==> config.mk <==
export PLATFORM = sky130hd
export DESIGN_NAME = spi_reg_responder
export DESIGN_NICKNAME = d
export VERILOG_FILES = /design/src/rtl/finalsoc_spi_pkg.sv /design/src/rtl/spi_sync_edge.sv /design/src/rtl/spi_reg_responder.sv
export SDC_FILE = /design/constraint.sdc
export NUM_CORES = 1
export LEC_CHECK = 0
export CAP_MARGIN = 20
export CORE_AREA = 10 10 225 269
export DETAILED_ROUTE_END_ITERATION = 8
export DIE_AREA = 0 0 235 279
export REMOVE_ABC_BUFFERS = 1
export SLEW_MARGIN = 30
export SYNTH_ARGS = -nofsm -noshare
export SYNTH_HDL_FRONTEND = slang
export SYNTH_SLANG_ARGS = --single-unit
==> constraint.sdc <==
create_clock -name clk_50_clk -period 2.55 [get_ports clk_50_clk]
set_input_delay 0.255 -clock clk_50_clk [delete_from_list [all_inputs] [get_ports clk_50_clk]]
set_output_delay 0.255 -clock clk_50_clk [all_outputs]
set_load 0.03 [all_outputs]
==> src/rtl/finalsoc_spi_pkg.sv <==
// Shared definitions for the SPI register responder: FSM states,
// command byte field positions and register-file depth.
package finalsoc_spi_pkg;

  typedef enum logic [1:0] {
    IDLE = 2'd0,
    CMD  = 2'd1,
    DATA = 2'd2
  } spi_state_t;

  // Command byte layout: addr = cmd[7:3], write flag = cmd[1]
  localparam int ADDR_MSB  = 7;
  localparam int ADDR_LSB  = 3;
  localparam int WRITE_BIT = 1;

  // Register file depth (5-bit address space)
  localparam int NREGS = 32;

endpackage

==> src/rtl/spi_sync_edge.sv <==
// Multi-flop synchronizer for one asynchronous SPI input, plus
// single-cycle rise/fall strobes of the synchronized level.
module spi_sync_edge #(
  parameter int   STAGES    = 2,
  parameter logic RESET_VAL = 1'b0
) (
  input  logic clk,
  input  logic rst_n,
  input  logic din,
  output logic dout,
  output logic rise,
  output logic fall
);

  logic [STAGES-1:0] sync_q;
  logic              prev_q;

  // Shift the raw input through the synchronizer chain and keep the
  // previous synchronized level for edge detection.
  always_ff @(posedge clk or negedge rst_n) begin
    if (!rst_n) begin
      sync_q <= {STAGES{RESET_VAL}};
      prev_q <= RESET_VAL;
    end else begin
      sync_q <= {sync_q[STAGES-2:0], din};
      prev_q <= sync_q[STAGES-1];
    end
  end

  assign dout = sync_q[STAGES-1];
  assign rise = dout & ~prev_q;
  assign fall = ~dout & prev_q;

endmodule

==> src/rtl/spi_reg_responder.sv <==
// SPI mode-0 slave fronting a 32 x 8 register file. The first byte of a
// transaction is a command (address + write flag); following bytes are
// written to or read from consecutive addresses. All SPI inputs are
// oversampled by the 50 MHz system clock.
module spi_reg_responder #(
  parameter int SYNC_STAGES = 2,
  parameter int NREGS       = 32
) (
  input  logic       clk_50_clk,
  input  logic       reset_50_reset_n,
  input  logic       spi_SCLK,
  input  logic       spi_SS_n,
  input  logic       spi_MOSI,
  output logic       spi_MISO,
  output logic       spi_MISO_oe,
  input  logic [7:0] status_in,
  input  logic [4:0] rd_addr,
  output logic [7:0] rd_data,
  output logic       wr_valid,
  output logic [4:0] wr_addr,
  output logic [7:0] wr_data
);

  import finalsoc_spi_pkg::*;

  localparam logic [1:0] SETTLE_MAX = 2'(SYNC_STAGES);

  logic sclk_s, sclk_rise, sclk_fall;
  logic ss_s, ss_fall, ss_rise_unused;
  logic mosi_s, mosi_rise_unused, mosi_fall_unused;

  spi_state_t state_q, state_d;
  logic [2:0] bit_cnt_q;
  logic [7:0] rx_shift_q;
  logic [7:0] tx_shift_q;
  logic [4:0] addr_q;
  logic       is_write_q;
  logic       byte_done_q;
  logic [7:0] regs_q [NREGS];
  logic [1:0] settle_q;
  logic       armed_q;

  logic [7:0] rx_byte;
  logic       byte_end;
  logic       enter_cmd;

  spi_sync_edge #(.STAGES(SYNC_STAGES), .RESET_VAL(1'b0)) u_sync_sclk (
    .clk(clk_50_clk), .rst_n(reset_50_reset_n), .din(spi_SCLK),
    .dout(sclk_s), .rise(sclk_rise), .fall(sclk_fall)
  );

  spi_sync_edge #(.STAGES(SYNC_STAGES), .RESET_VAL(1'b1)) u_sync_ss (
    .clk(clk_50_clk), .rst_n(reset_50_reset_n), .din(spi_SS_n),
    .dout(ss_s), .rise(ss_rise_unused), .fall(ss_fall)
  );

  spi_sync_edge #(.STAGES(SYNC_STAGES), .RESET_VAL(1'b0)) u_sync_mosi (
    .clk(clk_50_clk), .rst_n(reset_50_reset_n), .din(spi_MOSI),
    .dout(mosi_s), .rise(mosi_rise_unused), .fall(mosi_fall_unused)
  );

  assign rx_byte   = {rx_shift_q[6:0], mosi_s};
  assign byte_end  = sclk_rise && (bit_cnt_q == 3'd7);
  assign enter_cmd = (state_q == IDLE) && (state_d == CMD);

  // After reset, wait for the synchronizers to flush and then for SS_n to
  // be seen high, so a transaction cut by reset is never picked up midway.
  always_ff @(posedge clk_50_clk or negedge reset_50_reset_n) begin
    if (!reset_50_reset_n) begin
      settle_q <= 2'd0;
      armed_q  <= 1'b0;
    end else begin
      if (settle_q != SETTLE_MAX) settle_q <= settle_q + 2'd1;
      armed_q <= armed_q | ((settle_q == SETTLE_MAX) && ss_s);
    end
  end

  // FSM state register.
  always_ff @(posedge clk_50_clk or negedge reset_50_reset_n) begin
    if (!reset_50_reset_n) state_q <= IDLE;
    else                   state_q <= state_d;
  end

  // Next-state logic: select opens a transaction, the 8th rise ends the
  // command byte, deselect always returns to IDLE.
  always_comb begin
    state_d = state_q;
    case (state_q)
      IDLE:    if (armed_q && (ss_fall || !ss_s)) state_d = CMD;
      CMD:     if (ss_s) state_d = IDLE;
               else if (byte_end) state_d = DATA;
      DATA:    if (ss_s) state_d = IDLE;
      default: state_d = IDLE;
    endcase
  end

  // Shift registers, bit counter, address pointer and register file.
  always_ff @(posedge clk_50_clk or negedge reset_50_reset_n) begin
    if (!reset_50_reset_n) begin
      bit_cnt_q   <= 3'd0;
      rx_shift_q  <= 8'h00;
      tx_shift_q  <= 8'h00;
      addr_q      <= 5'd0;
      is_write_q  <= 1'b0;
      byte_done_q <= 1'b0;
      wr_valid    <= 1'b0;
      wr_addr     <= 5'd0;
      wr_data     <= 8'h00;
      for (int i = 0; i < NREGS; i++) regs_q[i] <= 8'h00;
    end else begin
      wr_valid <= 1'b0;
      if (state_d == IDLE) begin
        bit_cnt_q   <= 3'd0;
        rx_shift_q  <= 8'h00;
        tx_shift_q  <= 8'h00;
        byte_done_q <= 1'b0;
      end else if (enter_cmd) begin
        bit_cnt_q   <= 3'd0;
        rx_shift_q  <= 8'h00;
        tx_shift_q  <= status_in;
        byte_done_q <= 1'b0;
      end else if (sclk_rise) begin
        rx_shift_q <= rx_byte;
        bit_cnt_q  <= bit_cnt_q + 3'd1;
        if (byte_end) begin
          byte_done_q <= 1'b1;
          if (state_q == CMD) begin
            addr_q     <= rx_byte[ADDR_MSB:ADDR_LSB];
            is_write_q <= rx_byte[WRITE_BIT];
          end else begin
            addr_q <= addr_q + 5'd1;
            if (is_write_q) begin
              regs_q[addr_q] <= rx_byte;
              wr_valid       <= 1'b1;
              wr_addr        <= addr_q;
              wr_data        <= rx_byte;
            end
          end
        end
      end else if (sclk_fall) begin
        if (byte_done_q) begin
          byte_done_q <= 1'b0;
          tx_shift_q  <= is_write_q ? 8'h00 : regs_q[addr_q];
        end else begin
          tx_shift_q <= {tx_shift_q[6:0], 1'b0};
        end
      end
    end
  end

  assign spi_MISO_oe = (state_q != IDLE);
  assign spi_MISO    = spi_MISO_oe & tx_shift_q[7];
  assign rd_data     = regs_q[rd_addr];

endmodule

# After elaboration in Yosys (flattened, before gate mapping)
# Index checks and enable logic that the tools add are counted.
[word_totals]
reg_bits = 308
latch_bits = 0
ram_bits = 0
rom_bits = 0
in_bits = 18
n_memories = 0
[classes]
add_sub_neg = 3
n_mul = 0
n_div = 0
n_lt_le_gt_ge = 3
eq_ne = 8
shifts = 0
n_mux = 38
bitwise_logic = 13
n_reduce_logical = 18
[op_table]
columns = ["cell", "n"]
rows = [
  ["256-bit bitwise mux", 1],
  ["8-bit 2-to-1 mux", 11],
  ["8-bit binary-select mux with 5-bit select", 2],
  ["8-bit demux with 5-bit select", 1],
  ["7-bit 2-to-1 mux", 3],
  ["6-bit greater-or-equal comparator (second input constant)", 2],
  ["5-bit inverter with 6-bit output", 2],
  ["1-bit 2-to-1 mux", 11],
  ["3-bit 2-to-1 mux", 3],
  ["2-bit 2-to-1 mux", 4],
  ["6-bit by 1-bit less-than comparator with 1-bit output (second input constant)", 1],
  ["1-bit inverter", 6],
  ["2-bit one-hot mux with 3 select lines", 1],
  ["6-bit AND reduction", 1],
  ["3-bit nonzero test", 2],
  ["5-bit by 1-bit adder with 5-bit output (second input constant)", 1],
  ["1-bit logical AND", 5],
  ["5-bit 2-to-1 mux", 1],
  ["5-bit AND reduction", 1],
  ["1-bit bitwise AND", 4],
  ["2-bit by 1-bit equality test with 1-bit output (second input constant)", 2],
  ["2-bit equality test (second input constant)", 2],
  ["2-bit zero test", 2],
  ["4-bit by 1-bit inequality test with 1-bit output (second input constant)", 1],
  ["other kinds (12)", 13],
]

# Longest topological paths before layout
# Gate-level depths: netlist of the first run.
[logic_depth]
word_depth = 10
depth_mapped = 9

# Modules after synthesis
# Synthesis of the first run repeated with hierarchy kept, for this count alone.
[hier_totals]
hier_cells = 1174
area_unflattened_um2 = 16143.0
[modules_own_cells]
columns = ["module", "n_inst", "cells_per_inst", "area_each_um2"]
rows = [
  ["spi_reg_responder", 1, 1159, 15869.0],
  ["spi_sync_edge at u_sync_mosi ...", 2, 5, 90.1],
  ["spi_sync_edge at u_sync_ss", 1, 5, 93.8],
]

# Worst setup path after synthesis of the first run
# OpenSTA, ideal clock, no wires.
[synth_timing]
path_kind = "input to output"
from = "input rd_addr[0]"
to = "output rd_data[0]"
t_arrival_ps = 1951
t_required_ps = 2295
setup_slack_ps = 344
stages = 6
path_buffers = 4
path_cell_list = "clkbuf_1 > buf_2 > clkbuf_1 > clkbuf_1 > o21ai_0 > o211ai_1"
[synth_between]
elab_chain_len = 4
[synth_rtl]
columns = ["element", "line", "source"]
rows = [
  ["start: declaration", "spi_reg_responder.sv:17", "input logic [4:0] rd_addr,"],
  ["5-bit inverter with 6-bit output (implied by the code)", "spi_reg_responder.sv:153", "assign rd_data = regs_q[rd_addr];"],
  ["8-bit binary-select mux with 5-bit select", "spi_reg_responder.sv:153", ""],
  ["8-bit 2-to-1 mux (implied by the code) (2 in series)", "spi_reg_responder.sv:153", ""],
  ["end: declaration", "spi_reg_responder.sv:18", "output logic [7:0] rd_data,"],
]
# Every way passes these cells. The select of a mux whose other input is x is not followed.

# Worst setup path in the final report of the first run
[layout_timing]
from = "register regs_q[139] in the netlist's numbering"
to = "output rd_data[3]"
[layout_between]
elab_chain_len = 3
[layout_rtl]
columns = ["element", "line", "source"]
rows = [
  ["start: declaration", "spi_reg_responder.sv:39", "logic [7:0] regs_q [NREGS];"],
  ["start signal: indexed assignment", "spi_reg_responder.sv:133", "regs_q[addr_q] <= rx_byte;"],
  ["8-bit binary-select mux with 5-bit select", "spi_reg_responder.sv:153", ""],
  ["8-bit 2-to-1 mux (implied by the code) (2 in series)", "spi_reg_responder.sv:153", ""],
]
# Every way passes these cells. The select of a mux whose other input is x is not followed.

==> impl_results.md, run 1 <==
* Dominant cell type by area after synthesis: dfrtp_1
* Pwr dens at 552 nW/um2
* Final Max Tran Viols at 0
* Tmin final at 2.69 ns
* Post-synthesis sequential area ratio at 0.469
* Hpwl dp at 36,700 um
* CTS buffer count at 36
* 1st-iter DRT viols at 843
* Asr flop ratio synth at 1.00
* CTS clk-pin slew, worst paths at 0.06 ns
* Status: finished with violations
* Number of synthesized register bits at 307
* Worst Path Required at 2.30 ns
* Vias at 11,100
* CP Launch Type: register
* IO buf count at 41
* GRT Total Usage at 0.152
* Syn. warnings at 0
* Drt total wl at 51,600 um
* Clock buffer depth at 3
* I/O pin count at 42
* Synth top area share at 0.466
* Crit Reg-Reg Endpoint: tx_shift_q[3]
* Critical Path AT at 2.43 ns
* Worst skew pair latency at 0.53 ns
* Initial Util at 0.298
* Measured slew at the worst slew-check pin at 0.800 ns
* Commonest cells after routing, fill and taps aside: dfrtp_1 (301), mux2_2 (273), mux2i_1 (175)
* Hold Crit Depth at 1
* CTS tree: yes
* Largest net degree at the start of global routing at 71
* Die ar. at 65,600 um2
* Post-synth top flop: dfrtp_1
* CP Class: register to output port
* Count of final hold-check violations at 0
* Worst r2r path cells at 7
* Core Util, Final at 0.353
* Global-route wire length before repair at 76,900 um
* Vias per inst at 5.40
* Layout Cells excl Fill at 2,057
* Crit Path Max Fanout at 3
* ANT cells at 0
* Failing checks: setup timing
* Die X-Extent at 235 um
* EDFF count, synth at 0
* Critical Path Max Stage Delay at 0.50 ns
* Die height at 279 um
* Critical-path top delay cell: mux4_2
* Sinks on the clock net at 307
* Post-route DRC at 0
* Placed cell count at 1,979
* # rows at 94
* CORE AREA at 54,900 um2
* Post-Syn Area at 16,400 um2
* Crit share post-route at 1.05
* FF-to-FF setup slack at 0.02 ns
* Layout Nets at 1,338
* Leakage at 8.45 nW
* Library cells used by synthesis at 52
* Worst setup EP type: output port
* Critical path's most frequent cell: o211ai_1
* Setup Viol. Count Final at 5
* Crit-path cells: mux4_2 -> mux2_4 -> o211ai_1 -> o211ai_1 -> buf_4
* Worst setup slack after layout at -0.136 ns
* Fmax at 0.372 GHz
* Cell area after layout at 19,400 um2
* Gr ovfl total at 0
* Most common cell after layout, fill and taps aside: dfrtp_1
* Syn Area/Cell at 13.2 um2
* Worst Hold Launch: spi_SS_n
* TritonRoute pass-1 iters at 5
* Area Growth Syn to Fin at 18.5%
* Worst Hold Class: primary input to register
* CTS root buf: clkbuf_16
* Post-Syn Instances at 1,240
* Share of cells above drive strength 1 at 0.406
* Routed len/inst at 25.1 um
* Worst r2r src: addr_q[1]
* H-tree lvl count at 2
* Max-Cap Viols at 0
* Synth top area cells: dfrtp_1 (47%), mux2_2 (19%), mux2i_1 (11%)
* Peak supply drop at 0.479 mV
* Clock Skews at 0.0163 ns
* GP Congestion at 0.928
* Hold Path End: u_sync_ss.sync_q[0]
* Final ANT Viol Nets at 0
* Placed Area at 18,000 um2
* Vias in the first global route at 11,300
* Slew headroom at 0.464
* Unrepaired setup endpoints after global routing: true
* Antenna violations before repair at 0
[stage by stage]
| stage | power (mW) | hold slack (ns) | TNS [ns] | setup WS, ns |
|---|---|---|---|---|
| after global placement | 5.47 | 0.248 | 0 | 0.0165 |
| final | 10.7 | 0.140 | -0.302 | -0.136 |
| after floorplan | 5.14 | -0.0406 | -833.70 | -3.29 |
| after detailed placement | 5.47 | 0.262 | 0 | 0.00306 |
| after global routing | 11.0 | 0.123 | -0.646 | -0.166 |
| after CTS | 10.8 | 0.116 | -0.327 | -0.136 |
[Yosys cell counts, types with 5 or more instances]
| master | count |
|---|---|
| ha_1 | 9 |
| and2_1 | 5 |
| a221o_1 | 7 |
| buf_2 | 23 |
| buf_4 | 11 |
| clkbuf_1 | 55 |
| nand2_1 | 26 |
| inv_1 | 8 |
| mux2i_1 | 177 |
| nand4bb_1 | 5 |
| buf_1 | 10 |
| nor4_1 | 16 |
| buf_6 | 6 |
| a21oi_1 | 17 |
| mux4_2 | 48 |
| nand3_2 | 7 |
| nand2_2 | 21 |
| o22ai_1 | 66 |
| dfrtp_1 | 305 |
| o21ai_0 | 11 |
| nand3_1 | 8 |
| nor2b_1 | 5 |
| mux2_2 | 278 |
| a221oi_1 | 16 |
| o211ai_1 | 25 |
| nor2_1 | 21 |
| nor3b_1 | 7 |
[registers in the layout (all words and copies together), names as in the netlist, 2 cells and up]
signal,cells
addr_q,5
bit_cnt_q,3
regs_q,256
rx_shift_q,7
settle_q,2
state_q,2
tx_shift_q,8
u_sync_mosi.sync_q,2
u_sync_sclk.sync_q,2
u_sync_ss.sync_q,2
wr_addr,5
wr_data,8
[layer usage]
layer | global-route usage | vias to the layer above | share of wire
li1 | - | 4848 | -
met1 | 0.201 | 5871 | 0.44
met2 | 0.248 | 311 | 0.48
met3 | 0.0239 | 72 | 0.050
met4 | 0.0553 | 0 | 0.033
met5 | 0 | - | 0
[cells by family (layout without fill, tap and decap cells)]
group                    after synthesis  in the layout  synth area share
AO/OA/AOI/OAI                        149            149            0.0615
XOR/XNOR                               2              2           0.00107
adder cells (fa/ha/maj)                9              9           0.00688
buffers and inverters                117            214            0.0342
AND/OR/NAND/NOR                      153            153            0.0617
flip-flops                           307            307             0.469
multiplexers                         503            503             0.365
[what timing repair did]
| action | CTS | global route |
|---|---|---|
| pin swaps | 6 | 3 |
| endpoints found under the hold margin | 58 | 0 |
| hold buffers | 1 | 0 |
| setup buffers | 12 | 1 |
| endpoints found under the setup margin | 7 | 11 |
| gates resized for setup | 8 | 4 |
[power breakdown]
| part | leakage [nW] | internal, mW | switching (mW) | total, mW |
|---|---|---|---|---|
| Combinational | 3.60 | 0.169 | 0.312 | 0.481 |
| Clock | 0.600 | 3.26 | 2.08 | 5.34 |
| Sequential | 4.25 | 4.89 | 0.0134 | 4.90 |
[how the worst max path moves through the flow]
| stage | cells past startpoint | endpoint | slack [ns] | start |
|---|---|---|---|---|
| 2_1_floorplan | 4 | regs_q[128] | -3.29 | addr_q[1] |
| 3_3_place_gp | 6 | tx_shift_q[3] | 0.02 | addr_q[3] |
| 3_5_place_dp | 6 | tx_shift_q[1] | 0.003 | addr_q[3] |
| 4_1_cts | 5 | rd_data[3] | -0.14 | regs_q[139] |
| 5_1_grt | 5 | rd_data[3] | -0.17 | regs_q[139] |
| 6_report | 5 | rd_data[3] | -0.14 | regs_q[139] |
[critical path, delay by kind of cell, from the launching register on]
kind,cells,cell delay [ns]
AO/OA/AOI/OAI,2,0.48
multiplexers,2,0.80
flip-flops,1,0.40
buffers and inverters,1,0.22
[area by class of cell]
| type | instances | area [um2] |
|---|---|---|
| flip-flops and latches | 307 | 7690 |
| repair buffers | 142 | 1390 |
| fillers | 5353 | 35500 |
| multi-input cells | 816 | 8160 |
| clock inverters | 12 | 184 |
| well taps | 720 | 901 |
| inverters | 8 | 30.0 |
| clock buffers | 52 | 1040 |
Power figures use the tool's default switching activity.
==> inputs of run 2 (changes only) <==
==> constraint.sdc (replaced) <==
create_clock -name clk_50_clk -period 2.35 [get_ports clk_50_clk]
set_input_delay 0.235 -clock clk_50_clk [delete_from_list [all_inputs] [get_ports clk_50_clk]]
set_output_delay 0.235 -clock clk_50_clk [all_outputs]
set_load 0.03 [all_outputs]
==> impl_results.md, run 2 (synthesis gave the netlist of run 1 again) <==
* Largest net degree at the start of global routing at 68
* Pwr dens at 560 nW/um2
* Share of cells above drive strength 1 at 0.457
* Antenna violations before repair at 0
* Vias at 11,500
* H-tree lvl count at 2
* Crit Path Max Fanout at 3
* Critical Path AT at 2.34 ns
* Setup Viol. Count Final at 9
* Slew headroom at 0.353
* Count of final hold-check violations at 0
* Final ANT Viol Nets at 0
* Worst Path Required at 2.12 ns
* Most common cell after layout, fill and taps aside: dfrtp_1
* IO buf count at 41
* Critical-path top delay cell: mux4_2
* Area Growth Syn to Fin at 24.0%
* Die height at 279 um
* Global-route wire length before repair at 76,700 um
* ANT cells at 0
* Hpwl dp at 35,800 um
* Cell area after layout at 20,300 um2
* Failing checks: setup timing
* Crit-path cells: mux4_2 -> mux2_4 -> o211ai_1 -> o211ai_1 -> buf_4
* Placed Area at 18,500 um2
* Measured slew at the worst slew-check pin at 0.970 ns
* Die X-Extent at 235 um
* Vias per inst at 5.40
* Final Max Tran Viols at 0
* Sinks on the clock net at 307
* Die ar. at 65,600 um2
* CP Launch Type: register
* Worst Hold Class: primary input to register
* CTS tree: yes
* Tot Pwr at 11.4 mW
* Gr ovfl total at 0
* 1st-iter DRT viols at 859
* Clock buffer depth at 3
* Tmin final at 2.58 ns
* Regs by FF count: regs_q x256, tx_shift_q x8, wr_data x8
* Critical path's most frequent cell: o211ai_1
* CTS clk-pin slew, worst paths at 0.06 ns
* Commonest cells after routing, fill and taps aside: dfrtp_1 (303), mux2_2 (270), mux2i_1 (161)
* # rows at 94
* Peak supply drop at 0.412 mV
* Fmax at 0.388 GHz
* Routed len/inst at 23.9 um
* Post-route DRC at 0
* CTS buffer count at 35
* Largest register FFs at 256
* Critical Path Max Stage Delay at 0.49 ns
* GRT Total Usage at 0.149
* Drt total wl at 51,000 um
* Setup TNS at -1.36 ns
* CORE AREA at 54,900 um2
* Largest reg by FF count: regs_q
* CP Class: register to output port
* Crit share post-route at 1.10
* Leakage at 9.11 nW
* Worst setup EP type: output port
* GP Congestion at 0.930
* Max-Cap Viols at 0
* Initial Util at 0.298
* Vias in the first global route at 11,900
* CTS root buf: clkbuf_16
* Layout Nets at 1,413
* TritonRoute pass-1 iters at 5
* Worst skew pair latency at 0.54 ns
* Clock Skews at 0.0195 ns
* I/O pin count at 42
* Status: finished with violations
* Worst setup slack after layout at -0.229 ns
* Unrepaired setup endpoints after global routing: true
[run 2: cell count changes in the layout (fill, tap and decap cells not counted), sizes merged]
| cell | previous run | this run |
|---|---|---|
| buf | 112 | 186 |
| bufinv | 4 | 2 |
| bufbuf | 0 | 1 |
| clkdlybuf4s50 | 29 | 28 |
| dlygate4sd2 | 0 | 1 |
| inv | 10 | 11 |
[run 2: layout make-up]
class                           instances  area (um2)
Sequential cell                       307        7690
Tap cell                              720         901
Inverter                                8        30.0
Clock buffer                           51        1040
Timing Repair Buffer                  218        2090
Multi-Input combinational cell        816        8450
Fill cell                            5248       34600
Clock inverter                         11         119
[run 2: final timing paths]
path	start	endpoint	slack, ns	cells past startpoint
min reg2reg	u_sync_mosi.sync_q[0]	u_sync_mosi.sync_q[1]	0.35	0
max	regs_q[154]	rd_data[2]	-0.23	5
max reg2reg	addr_q[1]	tx_shift_q[0]	-0.02	7
max in group asynchronous	reset_50_reset_n	regs_q[225]	1.37	3
min in group asynchronous	reset_50_reset_n	regs_q[153]	0.21	2
min	spi_SS_n	u_sync_ss.sync_q[0]	0.11	1
[run 2: through the flow]
step	setup slack (ns)	utilization	cells	hold WS, ns
after detailed placement	-0.138	0.336	2034	0.182
after floorplan	-3.49	-	1131	-0.0606
after global placement	-0.154	0.336	2034	0.184
final	-0.229	0.370	2131	0.113
after global routing	-0.322	0.370	2131	0.122
after CTS	-0.275	0.363	2121	0.0965
[run 2: worst max-delay path: cells and delay by family (launching register included)]
| family | cells | cell delay (ns) |
|---|---|---|
| buffers and inverters | 1 | 0.22 |
| flip-flops | 1 | 0.41 |
| multiplexers | 2 | 0.80 |
| AO/OA/AOI/OAI | 2 | 0.38 |
[run 2: per-layer routing]
layer,GRT usage,vias to the layer above,part of all wire
met3,0.0209,87,0.051
met4,0.0598,0,0.038
met2,0.245,350,0.48
li1,-,4995,-
met1,0.195,6067,0.43
met5,0,-,0
[run 2: timing repair]
action                                  in CTS  in global routing
hold buffers                                 1                  0
cloned                                       1                  1
setup buffers                               23                 11
endpoints found under the hold margin       46                  0
resized for setup                           17                 59
pin swaps                                   11                 19
endpoints found under the setup margin      18                 79
[run 2: report_power, final]
group / switching, mW / total [mW] / internal (mW)
logic: 0.339 / 0.537 / 0.198
registers: 0.00979 / 5.31 / 5.30
clock network: 2.24 / 5.53 / 3.29
==> inputs of run 3 (changes only) <==
--- a/config.mk
+++ b/config.mk
@@ -10,6 +10,7 @@
 export DETAILED_ROUTE_END_ITERATION = 8
 export DIE_AREA = 0 0 235 279
 export REMOVE_ABC_BUFFERS = 1
+export SKIP_LAST_GASP = 1
 export SLEW_MARGIN = 30
 export SYNTH_ARGS = -nofsm -noshare
 export SYNTH_HDL_FRONTEND = slang
==> impl_results.md, run 3 (synthesis gave the netlist of run 1 again) <==
* Routed len/inst at 23.9 um
* Gr ovfl total at 0
* IO buf count at 41
* H-tree lvl count at 2
* Final Max Tran Viols at 0
* Layout Nets at 1,412
* WL met2 at 24,300 um
* Antenna violations before repair at 0
* Drt total wl at 50,900 um
* Fill count at 5,249
* Worst setup slack after layout at -0.238 ns
* Tmin final at 2.59 ns
* Count of final hold-check violations at 0
* I/O pin count at 42
* Hpwl dp at 35,800 um
* Die ar. at 65,600 um2
* Critical path's most frequent cell: o211ai_1
* Pwr dens at 562 nW/um2
* Setup Viol. Count Final at 10
* # rows at 94
* Fmax at 0.386 GHz
* CP Class: register to output port
* Area Growth Syn to Fin at 23.6%
* Met3 WL post-DR at 2480 um
* Vias in the first global route at 11,900
* ANT cells at 0
* Leakage at 9.04 nW
* Crit share post-route at 1.10
* CTS tree: yes
* CP Launch Type: register
* Critical Path AT at 2.35 ns
* CTS root buf: clkbuf_16
* Crit-path cells: mux4_2 -> mux2_4 -> o211ai_1 -> o211ai_1 -> buf_4
* Worst Hold Class: primary input to register
* Largest register FFs at 256
* Clock buffer depth at 3
* Failing checks: setup timing
* Layout Cells excl Fill at 2,130
* CORE AREA at 54,900 um2
* Family with the most delay on the worst path: multiplexers
* Largest net degree at the start of global routing at 68
* Worst skew pair latency at 0.54 ns
* Vias per inst at 5.41
* GRT Total Usage at 0.149
* Global-route wire length before repair at 76,700 um
* Final ANT Viol Nets at 0
* Worst setup EP type: output port
* Post-route DRC at 0
* 1st-iter DRT viols at 946
* CTS buffer count at 35
* Peak supply drop at 0.413 mV
* Critical-path top delay cell: mux4_2
* Die height at 279 um
* Worst Path Required at 2.12 ns
* M1 WL at 22,300 um
* Slew headroom at 0.367
* Share of cells above drive strength 1 at 0.457
* Tot Pwr at 11.4 mW
* Highest routed layer: met4
* Commonest cells after routing, fill and taps aside: dfrtp_1 (303), mux2_2 (270), mux2i_1 (160)
* Max-Cap Viols at 0
* GP Congestion at 0.930
* CTS clk-pin slew, worst paths at 0.06 ns
* TritonRoute pass-1 iters at 5
* Unrepaired setup endpoints after global routing: true
* WP buf/inv at 1
* Status: finished with violations
* Most common cell after layout, fill and taps aside: dfrtp_1
* Clock Skews at 0.0208 ns
* Die X-Extent at 235 um
* Regs by FF count: regs_q x256, tx_shift_q x8, wr_data x8
* Critical Path Max Stage Delay at 0.51 ns
* Core Util, Final at 0.369
* Largest reg by FF count: regs_q
* Initial Util at 0.298
* Measured slew at the worst slew-check pin at 0.950 ns
* Vias at 11,500
* Placed cell count at 2,034
* Sinks on the clock net at 307
* Crit Path Max Fanout at 2
## run 3: changes by cell type in the layout (fill, tap and decap cells not counted), moves of 2 or more
cell	before	now
nand2_2	7	13
nand2_4	17	12
buf_6	4	2
mux2i_2	12	14
## run 3: what timing repair did
item,4_1_cts,5_1_grt
hold endpoints to repair,46,0
pin swaps,11,20
resized for setup,13,54
hold buffers,1,0
buffers inserted,23,9
gates cloned,1,1
setup endpoints to repair,18,77
## run 3: metrics by stage
stage                     hold WS (ns)  cell area (um2)  setup slack (ns)  setup TNS, ns
final                            0.112            20200            -0.238          -1.42
after global routing             0.122            20200            -0.322          -4.11
after CTS                       0.0965            19900            -0.275          -1.63
after detailed placement         0.182            18500            -0.138         -0.814
after global placement           0.184            18500            -0.154         -0.703
after floorplan                -0.0606            15800             -3.49        -889.78
## run 3: final cells by class
type                       instances  area, um2  area share
clock buffer                      51       1040      0.0512
clock inverter                    11        119     0.00587
inverter                           8       30.0     0.00148
multi-input combinational        816       8400       0.415
sequential                       307       7690       0.380
tap                              720        901      0.0445
timing repair buffer             217       2070       0.102
## run 3: path summary, 6_finish.rpt
| kind | startpoint | slack, ns | end | depth (start not counted) |
|---|---|---|---|---|
| max | regs_q[158] | -0.24 | rd_data[6] | 5 |
| min | spi_SS_n | 0.11 | u_sync_ss.sync_q[0] | 1 |
| max reg2reg | addr_q[1] | -0.04 | tx_shift_q[0] | 7 |
| min reg2reg | u_sync_mosi.sync_q[0] | 0.35 | u_sync_mosi.sync_q[1] | 0 |
| max in group asynchronous | reset_50_reset_n | 1.37 | regs_q[225] | 3 |
| min in group asynchronous | reset_50_reset_n | 0.21 | regs_q[153] | 2 |
## run 3: power by group
group	switching, mW	internal [mW]
combinational	0.340	0.198
sequential	0.00981	5.30
clock	2.24	3.29
total	2.59	8.79
## run 3: per-layer routing
layer  global-route usage  vias to the layer above
met4               0.0624                        0
met2                0.244                      350
li1                     -                     5000
met5                    0                        -
met3               0.0217                       93
met1                0.194                     6072
